--- src/rtl/char_fetch.sv ---
// char_fetch: text-mode fetch sequencer (VRAM word -> font ROM address -> pixel generator load).
// Optional macro CURSOR_BLINK_EN gates the cursor with a phase toggling every BLINK_FRAMES/2 frames.
module char_fetch #(
  parameter int COLS         = 80,
  parameter int BLINK_FRAMES = 16
) (
  input  logic        clk,
  input  logic        reset_n,
  input  logic        line_start,
  input  logic        frame_start,
  input  logic [4:0]  char_row,
  input  logic [3:0]  scanline,
  input  logic [11:0] start_addr,
  input  logic        cursor_en,
  input  logic [11:0] cursor_addr,
  input  logic [3:0]  cursor_start,
  input  logic [3:0]  cursor_end,
  output logic [11:0] vram_addr,
  output logic        vram_rd,
  input  logic [15:0] vram_data,
  output logic [11:0] font_addr,
  output logic        load,
  output logic [7:0]  attribute_data,
  output logic [2:0]  char_msbs,
  output logic        cursor_active,
  output logic        blink_state
);

  // state | meaning
  // IDLE  | no line in progress; load and vram_rd held low
  // FETCH | stepping dot 0..8 per slot across columns 0..COLS-1
  typedef enum logic {IDLE = 1'b0, FETCH = 1'b1} state_t;

  localparam int            FW         = $clog2(BLINK_FRAMES);
  localparam logic [FW-1:0] FRAME_LAST = FW'(BLINK_FRAMES - 1);
  localparam logic [6:0]    COL_LAST   = 7'(COLS - 1);

  state_t        state_q, state_d;
  logic [3:0]    dot_q, dot_d;
  logic [6:0]    col_q, col_d;
  logic [11:0]   row_base_q, row_base_d;
  logic [11:0]   vram_addr_q, vram_addr_d;
  logic          vram_rd_q, vram_rd_d;
  logic [11:0]   font_addr_q, font_addr_d;
  logic          load_q, load_d;
  logic [7:0]    attr_q, attr_d;
  logic [2:0]    msbs_q, msbs_d;
  logic          cursor_q, cursor_d;
  logic [FW-1:0] frame_q, frame_d;
  logic          blink_q, blink_d;

  logic [11:0]   row_off;
  logic [11:0]   cell_addr;
  logic          cursor_phase;
  logic          cursor_hit;

`ifdef CURSOR_BLINK_EN
  localparam logic [FW-1:0] HALF_LAST = FW'(BLINK_FRAMES / 2 - 1);
  logic phase_q, phase_d;

  always_comb begin
    phase_d = phase_q;
    if (frame_start && (frame_q == HALF_LAST || frame_q == FRAME_LAST)) begin
      phase_d = ~phase_q;
    end
  end

  always_ff @(posedge clk or negedge reset_n) begin
    if (!reset_n) phase_q <= 1'b0;
    else          phase_q <= phase_d;
  end

  assign cursor_phase = phase_q;
`else
  assign cursor_phase = 1'b1;
`endif

  assign row_off    = 12'(char_row) * 12'(COLS);
  assign cell_addr  = row_base_q + {5'b0, col_q};
  assign cursor_hit = cursor_en && (cell_addr == cursor_addr) &&
                      (cursor_start <= scanline) && (scanline <= cursor_end) &&
                      cursor_phase;

  always_comb begin
    state_d     = state_q;
    dot_d       = dot_q;
    col_d       = col_q;
    row_base_d  = row_base_q;
    vram_addr_d = vram_addr_q;
    vram_rd_d   = 1'b0;
    load_d      = 1'b0;
    font_addr_d = font_addr_q;
    attr_d      = attr_q;
    msbs_d      = msbs_q;
    cursor_d    = cursor_q;

    if (line_start) begin
      // outputs are registered, so dot 0 of column 0 is set up here
      state_d     = FETCH;
      dot_d       = 4'd0;
      col_d       = 7'd0;
      row_base_d  = start_addr + row_off;
      vram_addr_d = start_addr + row_off;
      vram_rd_d   = 1'b1;
    end else begin
      case (state_q)
        IDLE: begin
          dot_d = 4'd0;
          col_d = 7'd0;
        end
        FETCH: begin
          if (dot_q == 4'd1) begin
            // vram_data is valid during dot 1; results become visible at dot 2
            attr_d      = vram_data[15:8];
            msbs_d      = vram_data[7:5];
            font_addr_d = {vram_data[7:0], scanline};
            cursor_d    = cursor_hit;
          end
          if (dot_q == 4'd7) begin
            load_d = 1'b1;
          end
          if (dot_q == 4'd8) begin
            dot_d = 4'd0;
            if (col_q == COL_LAST) begin
              state_d = IDLE;
              col_d   = 7'd0;
            end else begin
              col_d       = col_q + 7'd1;
              vram_addr_d = cell_addr + 12'd1;
              vram_rd_d   = 1'b1;
            end
          end else begin
            dot_d = dot_q + 4'd1;
          end
        end
        default: state_d = IDLE;
      endcase
    end
  end

  always_comb begin
    frame_d = frame_q;
    blink_d = blink_q;
    if (frame_start) begin
      if (frame_q == FRAME_LAST) begin
        frame_d = '0;
        blink_d = ~blink_q;
      end else begin
        frame_d = frame_q + 1'b1;
      end
    end
  end

  always_ff @(posedge clk or negedge reset_n) begin
    if (!reset_n) begin
      state_q     <= IDLE;
      dot_q       <= 4'd0;
      col_q       <= 7'd0;
      row_base_q  <= 12'd0;
      vram_addr_q <= 12'd0;
      vram_rd_q   <= 1'b0;
      font_addr_q <= 12'd0;
      load_q      <= 1'b0;
      attr_q      <= 8'd0;
      msbs_q      <= 3'd0;
      cursor_q    <= 1'b0;
      frame_q     <= '0;
      blink_q     <= 1'b0;
    end else begin
      state_q     <= state_d;
      dot_q       <= dot_d;
      col_q       <= col_d;
      row_base_q  <= row_base_d;
      vram_addr_q <= vram_addr_d;
      vram_rd_q   <= vram_rd_d;
      font_addr_q <= font_addr_d;
      load_q      <= load_d;
      attr_q      <= attr_d;
      msbs_q      <= msbs_d;
      cursor_q    <= cursor_d;
      frame_q     <= frame_d;
      blink_q     <= blink_d;
    end
  end

  assign vram_addr      = vram_addr_q;
  assign vram_rd        = vram_rd_q;
  assign font_addr      = font_addr_q;
  assign load           = load_q;
  assign attribute_data = attr_q;
  assign char_msbs      = msbs_q;
  assign cursor_active  = cursor_q;
  assign blink_state    = blink_q;

endmodule

--- config.mk ---
export PLATFORM = sky130hd
export DESIGN_NAME = char_fetch
export DESIGN_NICKNAME = d
export VERILOG_FILES = /design/src/rtl/char_fetch.sv
export SDC_FILE = /design/constraint.sdc
export NUM_CORES = 1
export LEC_CHECK = 0
export BUFFER_PORTS_ARGS = -buffer_cell sky130_fd_sc_hd__buf_2
export CAP_MARGIN = 15
export CORE_ASPECT_RATIO = 0.7
export CORE_MARGIN = 5
export CORE_UTILIZATION = 45
export CTS_CLUSTER_DIAMETER = 50
export DETAILED_ROUTE_END_ITERATION = 8
export PLACE_DENSITY = 0.66
export SYNTH_ARGS = -nofsm -noshare
export SYNTH_HDL_FRONTEND = slang
export SYNTH_SLANG_ARGS = --single-unit
--- constraint.sdc ---
create_clock -name clk -period 3.3 [get_ports clk]
set_input_delay 0 -clock clk [delete_from_list [all_inputs] [get_ports clk]]
set_output_delay 0 -clock clk [all_outputs]
set_load 0.05 [all_outputs]
; ---- Yosys cells after proc, flatten, opt, wreduce, memory -nomap -nowiden
; Cells that the tools add are included.
[totals]
elab_cells = 63
rom_bits = 0
input_bits = 62
mem_bits_rw = 0
latchBits = 0
reg_bits = 67
n_memories = 0
[classes]
reduce_logical = 8
addsub = 6
eq_ne = 8
n_lt_le_gt_ge = 2
n_shift = 0
muxes = 22
bitwise_logic = 3
div_mod_pow = 0
multipliers = 1
[op_table]
columns = op, n
row1 = two-way mux 12 bit, 4
row2 = two-way mux 7 bit, 3
row3 = case mux 7 bit (2 select lines), 1
row4 = "adder 12 x 1 -> 12 bit, second input constant", 1
row5 = adder 12 bit, 1
row6 = adder 12 x 7 -> 12 bit, 1
row7 = == test 12 bit, 1
row8 = two-way mux 4 bit, 3
row9 = two-way mux 1 bit, 10
row10 = "adder 4 x 1 -> 4 bit, second input constant", 2
row11 = "== test 4 bit, second input constant", 2
row12 = less-or-equal comparator 4 bit, 2
row13 = "multiplier 5 x 3 -> 8 bit, second input constant", 1
row14 = case mux 4 bit (2 select lines), 1
row15 = "adder 7 x 1 -> 7 bit, second input constant", 1
row16 = "== test 7 bit, second input constant", 1
row17 = AND reduction 3 bit, 2
row18 = "== test 4 x 1 -> 1 bit, second input constant", 1
row19 = "== test 4 x 3 -> 1 bit, second input constant", 1
row20 = nonzero test 2 bit, 2
row21 = logical AND 1 bit, 3
row22 = "!= test 3 x 2 -> 1 bit, second input constant", 1
row23 = NOT 1 bit, 3
row24 = "!= test 2 bit, second input constant", 1
row25 = AND reduction 2 bit, 1

; ---- Logic depth before layout (Yosys ltp)
[logic_depth]
word_depth = 6
mapped_depth = 11
mapped_depth_nobuf = 11

; ---- Worst setup path before layout
; Ideal clock, no wire load.
[synth_timing]
path_type = reg2reg
startpoint = reg col_q[0]
endpoint = reg vram_addr_q[9] (netlist: vram_addr[9])
setup_time_ns = 0.123
t_required_ns = 3.177
stages_incl_launch_ff = 10
t_arrival_ns = 2.645
path_slack_ns = 0.532
synth_period_minus_slack_ns = 2.768
path_buffers = 0
cell_sequence = dfrtp_1 > ha_1 > fa_1 > a211oi_2 > o21ai_1 > nor3b_4 > o31ai_2 > or4_1 > a31oi_1 > o21ai_1
[synth_via]
elab_chain_len = 6
word_cells_on_any_way = 9
[synth_rtl]
columns = element, line_no
row1 = from (decl), 40  ; logic [6:0] col_q, col_d;
row2 = from (signal assigned), 172  ; col_q <= col_d;
row3 = adder 12 x 7 -> 12 bit, 79  ; assign cell_addr = row_base_q + {5'b0, col_q};
row4 = adder 12 x 1 -> 12 bit, 129  ; vram_addr_d = cell_addr + 12'd1;
row5 = two-way mux 12 bit, 124  ; if (col_q == COL_LAST) begin
row6 = two-way mux 12 bit, 122  ; if (dot_q == 4'd8) begin
row7 = two-way mux 12 bit, 106  ; case (state_q)
row8 = two-way mux 12 bit, 97  ; if (line_start) begin
row9 = to (signal assigned), 174  ; vram_addr_q <= vram_addr_d;
row10 = to (decl), 42  ; logic [11:0] vram_addr_q, vram_addr_d;
; Parallel ways exist; a longest one is shown, timed or not. The select of a mux whose other input is x is not followed.
; A chain may end at the register's enable or synchronous reset.

; ---- Worst setup path after layout
[layout_timing]
startpoint = reg col_q[0]
endpoint = reg cursor_q (netlist: cursor_active)
[layout_via]
elab_chain_len = 5
[layout_rtl]
columns = element, line_no
row1 = adder 12 x 7 -> 12 bit, 79
row2 = == test 12 bit, 80  ; assign cursor_hit = cursor_en && (cell_addr == cursor_addr) &&
row3 = logical AND 1 bit (2 in series), 80
row4 = logical AND 1 bit, 81  ; (cursor_start <= scanline) && (scanline <= cursor_end) &&
row5 = to (signal assigned), 180  ; cursor_q <= cursor_d;
row6 = to (decl), 48  ; logic cursor_q, cursor_d;
; No other way between the ends.

==> results.md <==
* Mapped Area at 4446 um2
* Most common cell after layout, fill and taps aside: buf_2
* CTS Buf Count at 9
* Worst clock skew at ~0.0058 ns
* HPWL reported at the end of detailed placement at about 8.6 mm
* Worst min path class: in2reg
* Cell-internal power at 1.895 mW
* Gr ovfl total at 0
* Fin area at 5523 um2
* Post-synthesis compound-gate area fraction at 0.1765
* Worst slew pin tran at a little over 0.8 ns
* Tot GR Track Use at 0.1962
* Die Wd at between 100 and 150 um
* Total power at between 3 and 4 mW
* Finish-stage setup viols at 0
* Vias post-DR at between 3,000 and 4,000
* Post-synth EDFFs at 0
* Area Overhead vs Synth at 24.23%
* Clock sinks at between 60 and 70
* Post-synthesis register bit count at 64
* Sw frac at 0.4051
* Lkg Pwr at ~2.6 nW
* Synthesized net count at approximately 570
* Crit start category: register
* P_sw at around 1.3 mW
* Ports at between 100 and 150
* Simple-gate share of the synthesized area at 0.1571
* Starting density of the core at 0.4590
* RSZ-0062 raised after global routing: false
* Ys async rst share at 1.000
* Detailed Route WL at ~11 mm
* Final Hold Violating Endpoints at 0
* Power per standard cell area at between 500 and 600 nW/um2
* Yosys cell types at 69
* Hold slack at between 0.02 and 0.025 ns
* Fraction of final layout cells sized beyond drive strength 1 at 0.2709
* Final Non-Filler Cells at between 700 and 800
* Main combinational cell family by area after synthesis: compound AO/OA/AOI/OAI gates
* Logic gate share of total power at 0.383
* Min Tclk post-route at 2.994 ns
* Seq pwr share at 0.335
* CORE AREA at just under 10,000 um2
* Drt via density at between 5 and 6
* Status: complete, no violations
* H-tree depth at 3
* CTS resizes at 0
* Initial antenna violation count at 0
* Die Area at around 12,000 um2
* Antenna cells at 0
* Largest net degree at the start of global routing at 39
* Setup crit start: col_q[0]$_DFFE_PN0P_
* TritonRoute pass-1 iters at 5
* Post CTS Setup Buffer Count at 0
* Max Cap Violations at 0
* Placed Instances at roughly 690
* Sequential element share of the synthesized area at 0.3603
* Post-route ant nets at 0
* Post-synthesis xor/xnor area fraction at 0.06867
* Yosys top cell area share at 0.3603
* CTS tree: built
* Crit share post-route at 0.9073
* Wire per inst at between 15 and 20 um
* Fin Setup TNS at 0 ns
* Top_reg_cell synth: dfrtp_1
* Clock network power share at 0.281
* HP Start: scanline[0]
* First-pass GRT wire length at between 15 and 20 mm
* IO buf count at 100
* Clk pin slew, worst setup/hold paths at around 0.05 ns
* Vias in the first global route at approximately 3,900
* FILL cells at between 800 and 900
* F_max at 334.0 MHz
* Initial DRC Count at roughly 210
* DR DRC count at 0
* Warnings from Yosys at 0
* Post-synthesis mux area share at 0.05939
* Yosys top cell by area: dfrtp_1
* Max clock buf depth at 2
* Nets@finish at approximately 690
* CP Max Fanout at 5
* Element type at the critical path end: register
* Worst VDD drop at approximately 0.00026 V
* CP Class: reg2reg
* Clk_lat worst skew at approximately 0.34 ns
* DIE HEIGHT at around 93 um
* Mean Syn Cell Area at 9.399 um2
* Gpl congestion at 0.9283
* Ranking of synthesized cells by area: dfrtp_1, ha_1, o21ai_0, mux2_2, xnor2_1
* Worst r2r src: col_q[0]$_DFFE_PN0P_
* DP Area at 4987 um2
* Cell count after synthesis at 473
* Max-slew violations at 0
* Relative slew margins at 0.4460
* Root Driver: clkbuf_16
* Worst EP arrival at roughly 3.3 ns
* WP data required at 3.57 ns
* Most frequent cells in the layout: buf_2, dfrtp_1, o21ai_0
* Std-Cell Rows at 30
* Post-synthesis adder-cell area fraction at 0.1092
-- cells by family after synthesis --
kind of cell | Yosys count
and+or+nand+nor | 137
DFF | 64
buffers and inverters | 59
adders and majority gates | 37
muxes | 24
AOI/OAI and AO/OA | 118
xor gates and xnor gates | 34
-- cells in the mapped netlist, types with 9 or more instances --
library cell and count:
ha_1 34, xnor2_1 23, a21oi_1 21, nor3_1 9
nand2_1 35, mux2_2 19, o21ai_0 46, nand3_1 9
nor2_1 34, inv_1 36, dfrtp_1 64, xor2_1 10
-- critical path, cell delays in order, from the launching register on --
cell and delay, ns:
dfrtp_1 0.42, ha_1 0.26, fa_1 0.45, a211o_1 0.34, a2111oi_4 0.41, o211ai_2 0.20, xor2_1 0.17, a2111oi_0 0.44
a32o_1 0.23
-- metal layers --
metal / track usage / vias to the layer above / part of all wire / wire length [um]
li1: - / 1917 / - / -
met1: 0.2877 / 1828 / 0.48 / 5454
met2: 0.2909 / 145 / 0.42 / 4815
met3: 0.04909 / 12 / 0.092 / 1051
met4: 0.04458 / 0 / 0.013 / 145
met5: 0 / - / 0 / 0
-- area by class of cell --
| class | count | area, um2 | share of cell area |
|---|---|---|---|
| Clock buffer | 12 | 256.5 | 0.04644 |
| Clock inverter | 4 | 28.78 | 0.005211 |
| Inverter | 36 | 135.1 | 0.02447 |
| Multi-Input combinational cell | 350 | 2537 | 0.4594 |
| Sequential cell | 64 | 1602 | 0.2900 |
| Tap cell | 128 | 160.2 | 0.02900 |
| Timing Repair Buffer | 132 | 803.3 | 0.1454 |
-- flip-flops by register name (all words and copies together) (netlist names) --
register        cells
font_addr          12
row_base_q         12
vram_addr          12
attribute_data      8
col_q               7
dot_q               4
frame_q             4
blink_state         1
cursor_active       1
load                1
state_q             1
vram_rd             1
-- timing repair --
action | in CTS | in global routing
endpoints found under the hold margin | 57 | 0
setup endpoints to repair | 0 | 0
hold buffers | 25 | 0
-- through the flow --
stage          worst slack, ns    util
3_3_place_gp            0.4890  0.5150
4_1_cts                 0.3624  0.5703
6_report                0.3060  0.5703
3_5_place_dp            0.3868  0.5150
5_1_grt                 0.1170  0.5703
2_1_floorplan           0.5321       -
-- power groups by stage --
stage / registers, mW / logic, mW / clock network (mW)
3_5_place_dp: 1.07 / 1.19 / 0
3_3_place_gp: 1.07 / 1.17 / 0
4_1_cts: 1.06 / 1.22 / 0.915
6_report: 1.07 / 1.22 / 0.897
2_1_floorplan: 1.42 / 0.561 / 0
5_1_grt: 1.09 / 1.32 / 0.942
-- final timing paths --
check / endpoint / slack, ns / cells after the start
setup / recovery: cursor_active$_DFFE_PN0P_ / 0.31 / 8
hold / removal: font_addr[0]$_DFFE_PN0P_ / 0.02 / 3
setup reg to reg: cursor_active$_DFFE_PN0P_ / 0.31 / 8
hold reg to reg: blink_state$_DFFE_PN0P_ / 0.48 / 1
max in group asynchronous: attribute_data[0]$_DFFE_PN0P_ / 2.15 / 3
min in group asynchronous: vram_addr[6]$_DFFE_PN0P_ / 0.23 / 2
(Power assumes the default switching activity.)
